File: src/rtl/mem_arbiter.sv
// Round-robin arbiter sharing one single-port sram between NUM_REQ requesters.
// Optional per-requester grant / conflict counters under `MEM_ARBITER_PERF_CNT_EN.
module mem_arbiter #(
    parameter int NUM_REQ = 4,
    parameter int ADDR_W  = 32,
    parameter int DATA_W  = 32
) (
    input  logic                      clk,
    input  logic                      reset,
    input  logic [NUM_REQ-1:0]        reqValid,
    input  logic [NUM_REQ-1:0]        reqWrite,
    input  logic [NUM_REQ*ADDR_W-1:0] reqAddress,
    input  logic [NUM_REQ*DATA_W-1:0] reqWriteData,
    output logic [NUM_REQ-1:0]        done,
    output logic [DATA_W-1:0]         readData,
    output logic [ADDR_W-1:0]         memAddress,
    output logic                      memWriteEnable,
    output logic [DATA_W-1:0]         memWriteData,
    input  logic [DATA_W-1:0]         memReadData
`ifdef MEM_ARBITER_PERF_CNT_EN
    ,
    output logic [NUM_REQ*32-1:0]     grantCount,
    output logic [31:0]               conflictCount
`endif
);

    localparam int IDX_W = $clog2(NUM_REQ);

    typedef enum logic [1:0] {IDLE, ACCESS, DONE} state_t;

    state_t                          state, state_nxt;
    logic [IDX_W-1:0]                last_grant, win_idx, pick_idx;
    logic                            pick_vld, win_write;
    logic [ADDR_W-1:0]               win_addr;
    logic [DATA_W-1:0]               win_data;
    logic [NUM_REQ-1:0][ADDR_W-1:0]  req_addr;
    logic [NUM_REQ-1:0][DATA_W-1:0]  req_data;

    assign req_addr = reqAddress;
    assign req_data = reqWriteData;

    // Scan from farthest to nearest so the nearest set bit after last_grant wins.
    always_comb begin
        int               j;
        logic [IDX_W-1:0] ji;
        pick_vld = 1'b0;
        pick_idx = '0;
        for (int k = NUM_REQ; k >= 1; k--) begin
            j  = (int'(last_grant) + k) % NUM_REQ;
            ji = j[IDX_W-1:0];
            if (reqValid[ji]) begin
                pick_vld = 1'b1;
                pick_idx = ji;
            end
        end
    end

    always_ff @(posedge clk or posedge reset) begin
        if (reset) state <= IDLE;
        else       state <= state_nxt;
    end

    // Outputs decode from state only, so reset idles them immediately.
    always_comb begin
        state_nxt      = state;
        done           = '0;
        memAddress     = '0;
        memWriteEnable = 1'b0;
        memWriteData   = '0;
        case (state)
            IDLE: if (pick_vld) state_nxt = ACCESS;
            ACCESS: begin
                memAddress     = win_addr;
                memWriteData   = win_data;
                memWriteEnable = win_write;
                state_nxt      = DONE;
            end
            DONE: begin
                memAddress    = win_addr;
                done[win_idx] = 1'b1;
                state_nxt     = IDLE;
            end
            default: state_nxt = IDLE;
        endcase
    end

    always_ff @(posedge clk or posedge reset) begin
        if (reset) begin
            last_grant <= IDX_W'(NUM_REQ - 1);
            win_idx    <= '0;
            win_write  <= 1'b0;
            win_addr   <= '0;
            win_data   <= '0;
            readData   <= '0;
        end else begin
            if (state == IDLE && pick_vld) begin
                win_idx   <= pick_idx;
                win_write <= reqWrite[pick_idx];
                win_addr  <= req_addr[pick_idx];
                win_data  <= req_data[pick_idx];
            end
            // Writes also capture the pre-write word.
            if (state == ACCESS) readData <= memReadData;
            if (state == DONE) last_grant <= win_idx;
        end
    end

`ifdef MEM_ARBITER_PERF_CNT_EN
    logic [NUM_REQ-1:0][31:0] grant_cnt;
    assign grantCount = grant_cnt;

    for (genvar g = 0; g < NUM_REQ; g++) begin : g_grant_cnt
        always_ff @(posedge clk or posedge reset) begin
            if (reset) grant_cnt[g] <= '0;
            else if (state == ACCESS && win_idx == IDX_W'(g) && grant_cnt[g] != '1)
                grant_cnt[g] <= grant_cnt[g] + 32'd1;
        end
    end

    always_ff @(posedge clk or posedge reset) begin
        if (reset) conflictCount <= '0;
        else if (state == IDLE && $countones(reqValid) >= 2 && conflictCount != '1)
            conflictCount <= conflictCount + 32'd1;
    end
`endif

endmodule
File: config.mk
export PLATFORM = sky130hd
export DESIGN_NAME = mem_arbiter
export DESIGN_NICKNAME = d
export VERILOG_FILES = /design/src/rtl/mem_arbiter.sv
export SDC_FILE = /design/constraint.sdc
export NUM_CORES = 1
export LEC_CHECK = 0
export ABC_CLOCK_PERIOD_IN_PS = 8400
export CAP_MARGIN = 20
export CORE_AREA = 2 2 156 158
export CTS_CLUSTER_SIZE = 12
export DETAILED_ROUTE_END_ITERATION = 10
export DIE_AREA = 0 0 158 160
export PLACE_DENSITY = 0.61
export RECOVER_POWER = 100
export SETUP_SLACK_MARGIN = 0.1
export SLEW_MARGIN = 20
export SYNTH_ARGS = -nofsm -noshare
export SYNTH_HDL_FRONTEND = slang
export SYNTH_SLANG_ARGS = --single-unit
File: constraint.sdc
create_clock -name clk -period 8.4 [get_ports clk]
set_clock_uncertainty 0.15 [all_clocks]
set_input_delay 2.52 -clock clk [delete_from_list [all_inputs] [get_ports clk]]
set_output_delay 2.52 -clock clk [all_outputs]
set_load 0.02 [all_outputs]
==> results of run 1 <==
[worst max path at each step]
stage / start / end / slack, ps
floorplan: reset / readData[0] / 3030
CTS: state[1] / memWriteData[1] / 2850
detailed placement: reqValid[3] / win_addr[6] / 2910
finish: reqValid[2] / win_data[21] / 1700
global route: reqValid[2] / win_data[23] / 1410
global placement: reqValid[2] / win_data[28] / 3000
[metal layers]
metal  part of all wire  GRT usage  wire length, µm  vias up
li1                   -          -                -     2745
met1               0.39      0.200             8920     2760
met3              0.096     0.0564             2200       30
met5             0.0010          0               23        -
met2               0.49      0.318            11400      252
met4              0.022     0.0622              505        4
[cell type report]
cell class,instances,share of cell area
Clock inverter,6,0.00587
Timing Repair Buffer,405,0.378
Clock buffer,10,0.0215
Inverter,4,0.00153
Sequential cell,103,0.242
Multi-Input combinational cell,393,0.313
Tap cell,324,0.0380
[where the power goes]
part / switching, mW / leakage, nW / total (mW) / internal (mW)
Clock: 0.223 / 0.143 / 0.433 / 0.211
Combinational: 1.11 / 3.31 / 2.09 / 0.979
Sequential: 0.122 / 1.24 / 0.876 / 0.755
Total: 1.45 / 4.70 / 3.40 / 1.94
[placed cells by master, fill, tap and decap left out, types with 9 or more instances in the layout]
master	instances
dlygate4sd3_1	132
clkbuf_16	9
and2_1	64
mux2i_1	131
o221ai_1	36
mux2_2	33
nand2_1	73
clkdlybuf4s50_1	266
dfrtp_1	101
o221ai_2	29
[metrics by stage]
step / total power, mW / instance area (µm²)
finish: 3.40 / 10700
global route: 3.65 / 10700
CTS: 3.54 / 10700
detailed placement: 3.08 / 10400
global placement: 3.07 / 10400
floorplan: 2.34 / 6410
[sequential cells by signal, indices dropped and copies added, names as in the netlist]
| register | cells |
|---|---|
| last_grant | 2 |
| readData | 32 |
| state | 2 |
| win_addr | 32 |
| win_data | 32 |
| win_idx | 2 |
| win_write | 1 |
[cells by family (layout without fill, tap and decap cells)]
| group | after synthesis | in the layout |
|---|---|---|
| AOI/OAI and AO/OA | 73 | 73 |
| buffers and inverters | 49 | 425 |
| muxes | 164 | 164 |
| and+or+nand+nor | 152 | 152 |
| adders and majority gates | 4 | 4 |
| DFF | 103 | 103 |
[critical path: cells and delay by family]
kind / cells / cell delay, ps
compound gates: 3 / 540
buf+inv: 3 / 3020
mux: 1 / 390
simple gates: 1 / 280
==> qor.yml, run 1 <==
run_status:
  status: "finished with violations"
  violations: "max-capacitance violations, max-slew violations"
grt:
  grt_pass1_vias: 6120
  grt-ovfl-total: 0
  grt.total_usage: 0.179
  antenna_found_initial: 2
  grt_max_degree: 68
  grt_pass1_wl_mm: 34.6
route:
  dr_total_vias: 5791
  drt_iter0_drc: 178
  wl_mm: 23.0
  drtPass1Iterations: 4
  postRouteAntennaNets: 0
  routedWlPerCell_um: 18.5
  drc: 0
  viasPerCell: 4.65
cells_and_area:
  ff_latch_area_mm2: 0.00258
  fill_cells: 2334
  diodes: 0
  final_cell_count_no_fill: 1245
  drive_above_1_share: 0.0988
  areaGrowthSynthToFinish_pct: 66.2
  final_util: 0.447
  multi_input_area_mm2: 0.00334
  nets: 1218
floorplan:
  start_util: 0.269
  die_x_um: 158
  die_h_um: 160
  die-area_mm2: 0.0253
  io-pin-count: 399
  core_mm2: 0.0238
  rows: 57
synthesis:
  ys_seq_area_frac: 0.402
  syn_nets: 847
  synth_cell_types: 37
  yosys.area.top_type: "dfrtp_1"
  syn_area_mm2: 0.00641
  synth-simple-area-share: 0.122
  avgSynthCellArea_um2: 11.8
  synth_top_family_by_area: "multiplexers"
  synthCells: 545
  synth_edf_count: 0
  async_flop_share: 1.00
  synth_fa_ha_area_frac: 0.00781
  synth_compound_area_frac: 0.131
  netlist_top_cells_count: "131 x mux2i_1, 101 x dfrtp_1, 73 x nand2_1, 65 x and2_1, 34 x o221ai_1"
  synthMuxAreaShare: 0.263
  synthXorXnorAreaFrac: 0
  synth.area.top_cells: "dfrtp_1 39%, mux2i_1 20%, o221ai_2 7.3%"
  synthMostInstantiatedCell: "mux2i_1"
  synth_ff_type: "dfrtp_1"
  yosysTopAreaCellShare: 0.394
  yosys_warnings: 0
  yosys_register_bits: 103
setup_path:
  r2r_setup_slack_ps: 3970
  crit_slowest_cell: "clkbuf_1"
  crit_path_max_incr_delay_ps: 2100
  r2r_cells: 7
  rr_endpoint: "win_data[21]"
  crit_fanout: 41
  end_kind: "flip-flop"
  path_cells: "dlygate4sd3_1 > and2b_4 > a21oi_1 > o221ai_4 > buf_4 > clkbuf_1 > mux2i_1 > o221ai_2"
  critical_path_class: "primary input to flip-flop"
  start_kind: "primary input"
  r2r_start: "last_grant[1]"
  arrival_ps: 6810
  required_ps: 8500
cts:
  cts_tree: "built"
  ctsResizeCount: 0
  cts.sinks: 103
  cts_max_level: 3
  clk_pin_slew_ps: 70
  worstSkewPairLatency_ps: 350
  numCtsBuffers: 9
  clock_path_buffers: 2
  root_buffer: "clkbuf_16"
  hold_buffers: 0
  cts_setup_buffers: 0
worst_hold_path:
  hp-start: "win_data[15]"
  hold_class: "flip-flop to flip-flop"
  holdPathEnd: "win_data[15]"
  holdPathStages: 2
placed_design:
  portBuffers: 398
  dpl_worst_slack_ps: 2910
  routabilityCongestion: 0.755
  dp_hpwl_mm: 16.6
  dp.cells: 1229
timing:
  fin_ws_ps: 1700
  worstMarginPinSlew_ps: 2920
  worst_hold_slack_ps: 332
  period_share: 0.798
  fin_setup_tns_ps: 0
  rsz0062_at_grt: "false"
  hold_viol: 0
  fin_crit_ps: 6700
  drv_slew: 149
  timing.fmax_ghz: 0.149
  max_slew_margin: -0.948
  setup_viol: 0
power:
  powerDensity_mw_per_mm2: 319
  p_leak_nw: 4.70
  ir_drop_v: 0.000216
run:
  drv_cap: 3
Power figures use the tool's default switching activity.
==> run 2, diff against run 1 <==
--- a/config.mk
+++ b/config.mk
@@ -5,13 +5,13 @@
 export SDC_FILE = /design/constraint.sdc
 export NUM_CORES = 1
 export LEC_CHECK = 0
-export ABC_CLOCK_PERIOD_IN_PS = 8400
+export ABC_CLOCK_PERIOD_IN_PS = 5500
 export CAP_MARGIN = 20
-export CORE_AREA = 2 2 156 158
+export CORE_AREA = 2 2 154 156
 export CTS_CLUSTER_SIZE = 12
 export DETAILED_ROUTE_END_ITERATION = 10
-export DIE_AREA = 0 0 158 160
-export PLACE_DENSITY = 0.61
+export DIE_AREA = 0 0 156 158
+export PLACE_DENSITY = 0.65
 export RECOVER_POWER = 100
 export SETUP_SLACK_MARGIN = 0.1
 export SLEW_MARGIN = 20
==> constraint.sdc (replaced) <==
create_clock -name clk -period 5.5 [get_ports clk]
set_clock_uncertainty 0.15 [all_clocks]
set_input_delay 1.65 -clock clk [delete_from_list [all_inputs] [get_ports clk]]
set_output_delay 1.65 -clock clk [all_outputs]
set_load 0.02 [all_outputs]
==> qor.yml, run 2 (same netlist as run 1, synthesis figures left out) <==
worst_hold_path:
  holdPathStages: 2  # unchanged
  hold_class: "flip-flop to flip-flop"
placed_design:
  placed_area_mm2: 0.0104  # +0.14%
  dp_hpwl_mm: 17.0  # +2.5%
  routabilityCongestion: 0.772  # +2.3%
  portBuffers: 398  # unchanged
route:
  postRouteAntennaNets: 0  # unchanged
  drt_iter0_drc: 147  # -17%
  routedWlPerCell_um: 18.7  # +0.92%
  drc: 0  # unchanged
  wl_mm: 22.6  # -1.7%
  drtPass1Iterations: 4  # unchanged
  dr_total_vias: 5774  # -0.29%
  viasPerCell: 4.76  # +2.3%
cells_and_area:
  final_area_mm2: 0.0105  # -1.1%
  final_util: 0.457  # +0.00991
  final_cell_mix: "287 x clkdlybuf4s50_1, 131 x mux2i_1, 111 x dlygate4sd3_1, 101 x dfrtp_1, 73 x nand2_1"
  final_common_cell: "clkdlybuf4s50_1"
  nets: 1219  # +0.082%
  drive_above_1_share: 0.0792  # -0.0196
  areaGrowthSynthToFinish_pct: 64.4
  largest_registers: "readData x32, win_addr x32, win_data x32"
power:
  p_leak_nw: 4.70  # about the same
  power_mw: 5.05  # +49%
  ir_drop_v: 0.000406  # +88%
  powerDensity_mw_per_mm2: 479  # +50%
floorplan:
  die_x_um: 156  # -1.3%
  die-area_mm2: 0.0246  # -2.5%
  io-pin-count: 399  # unchanged
  start_util: 0.278  # +0.00897
  die_h_um: 158  # -1.3%
  core_mm2: 0.0231  # -3.2%
  rows: 56  # -1.8%
grt:
  grt_pass1_vias: 5860  # -4.2%
  grt_pass1_wl_mm: 33.2  # -4.0%
  grt_max_degree: 75  # +10%
  antenna_found_initial: 1  # -1
  grt-ovfl-total: 0  # unchanged
  grt.total_usage: 0.175  # -0.00381
cts:
  clock_path_buffers: 2  # unchanged
  cts_max_level: 3  # unchanged
  cts.sinks: 103  # unchanged
  ctsResizeCount: 0  # unchanged
  cts_tree: "built"
  hold_buffers: 0  # unchanged
  clk_pin_slew_ps: 80  # about the same
  worstSkewPairLatency_ps: 350  # about the same
  root_buffer: "clkbuf_16"
  cts_setup_buffers: 0  # unchanged
  numCtsBuffers: 9  # unchanged
timing:
  fin_setup_tns_ps: 0  # unchanged
  timing.fmax_ghz: 0.224
  rsz0062_at_grt: "false"
  max_slew_margin: -0.619  # +0.329
  period_share: 0.812
  hold_viol: 0  # unchanged
  fin_crit_ps: 4470
  worstMarginPinSlew_ps: 2420  # -507 ps
  setup_viol: 0  # unchanged
  drv_slew: 117  # -21%
setup_path:
  end_kind: "output pin"
  r2r_cells: 6  # -1
  required_ps: 3700  # -4800 ps
  crit_fanout: 32  # -22%
  start_kind: "flip-flop"
  arrival_ps: 2670  # -4140 ps
  critical_path_class: "flip-flop to output pin"
run:
  drv_cap: 2  # -1
run_status:
  violations: "max-capacitance violations, max-slew violations"
  status: "finished with violations"
==> run 2: changes by cell type in the layout (fill, tap and decap cells not counted), moves of 4 or more <==
cell	previous run	this run
buf_12	0	4
dlygate4sd3_1	132	111
o221ai_1	36	57
clkdlybuf4s50_1	266	287
o221ai_2	29	8
==> run 2: cell type report <==
cell class / instances / area (µm²)
multi-input combinational: 393 / 3220
timing repair buffer: 406 / 4080
fill: 2260 / 12500
clock buffer: 10 / 229
inverter: 4 / 16.3
tap: 290 / 363
sequential: 103 / 2580
antenna: 1 / 2.50
clock inverter: 6 / 53.8
==> run 2: worst paths after layout <==
| kind | startpoint | end | slack [ps] |
|---|---|---|---|
| max in group asynchronous | reset | win_data[28] | 1780 |
| min in group asynchronous | reset | readData[29] | 2260 |
| worst max register to register | state[0] | win_addr[28] | 2970 |
| worst max-delay path | state[0] | memAddress[14] | 1030 |
| worst min-delay path | win_addr[15] | win_addr[15] | 330 |
| worst min register to register | win_addr[15] | win_addr[15] | 330 |
==> run 2: layer usage <==
layer / GRT usage / vias up / wire, µm
li1: - / 2736 / -
met1: 0.204 / 2765 / 8980
met2: 0.316 / 252 / 11400
met3: 0.0468 / 21 / 1830
met4: 0.0516 / 0 / 399
met5: 0 / - / 0
==> run 2: worst max-delay path: stages (launching register included) <==
cell and delay [ps]:
dfrtp_1 380, inv_1 80, ha_1 910, and2_1 230, dlygate4sd3_1 700
==> run 2: metrics by stage <==
step                hold slack [ps]  worst slack (ps)  cells
finish                          329              1030   1213
detailed placement              313              1210   1196
floorplan                       298               999    545
CTS                             334               984   1212
global route                    349               833   1213
global placement                312              1280   1196
==> run 2: power by group <==
| part | switching, mW | total (mW) | internal [mW] |
|---|---|---|---|
| sequential | 0.191 | 1.34 | 1.15 |
| combinational | 1.64 | 3.08 | 1.44 |
| clock | 0.313 | 0.628 | 0.315 |
| total | 2.14 | 5.05 | 2.91 |
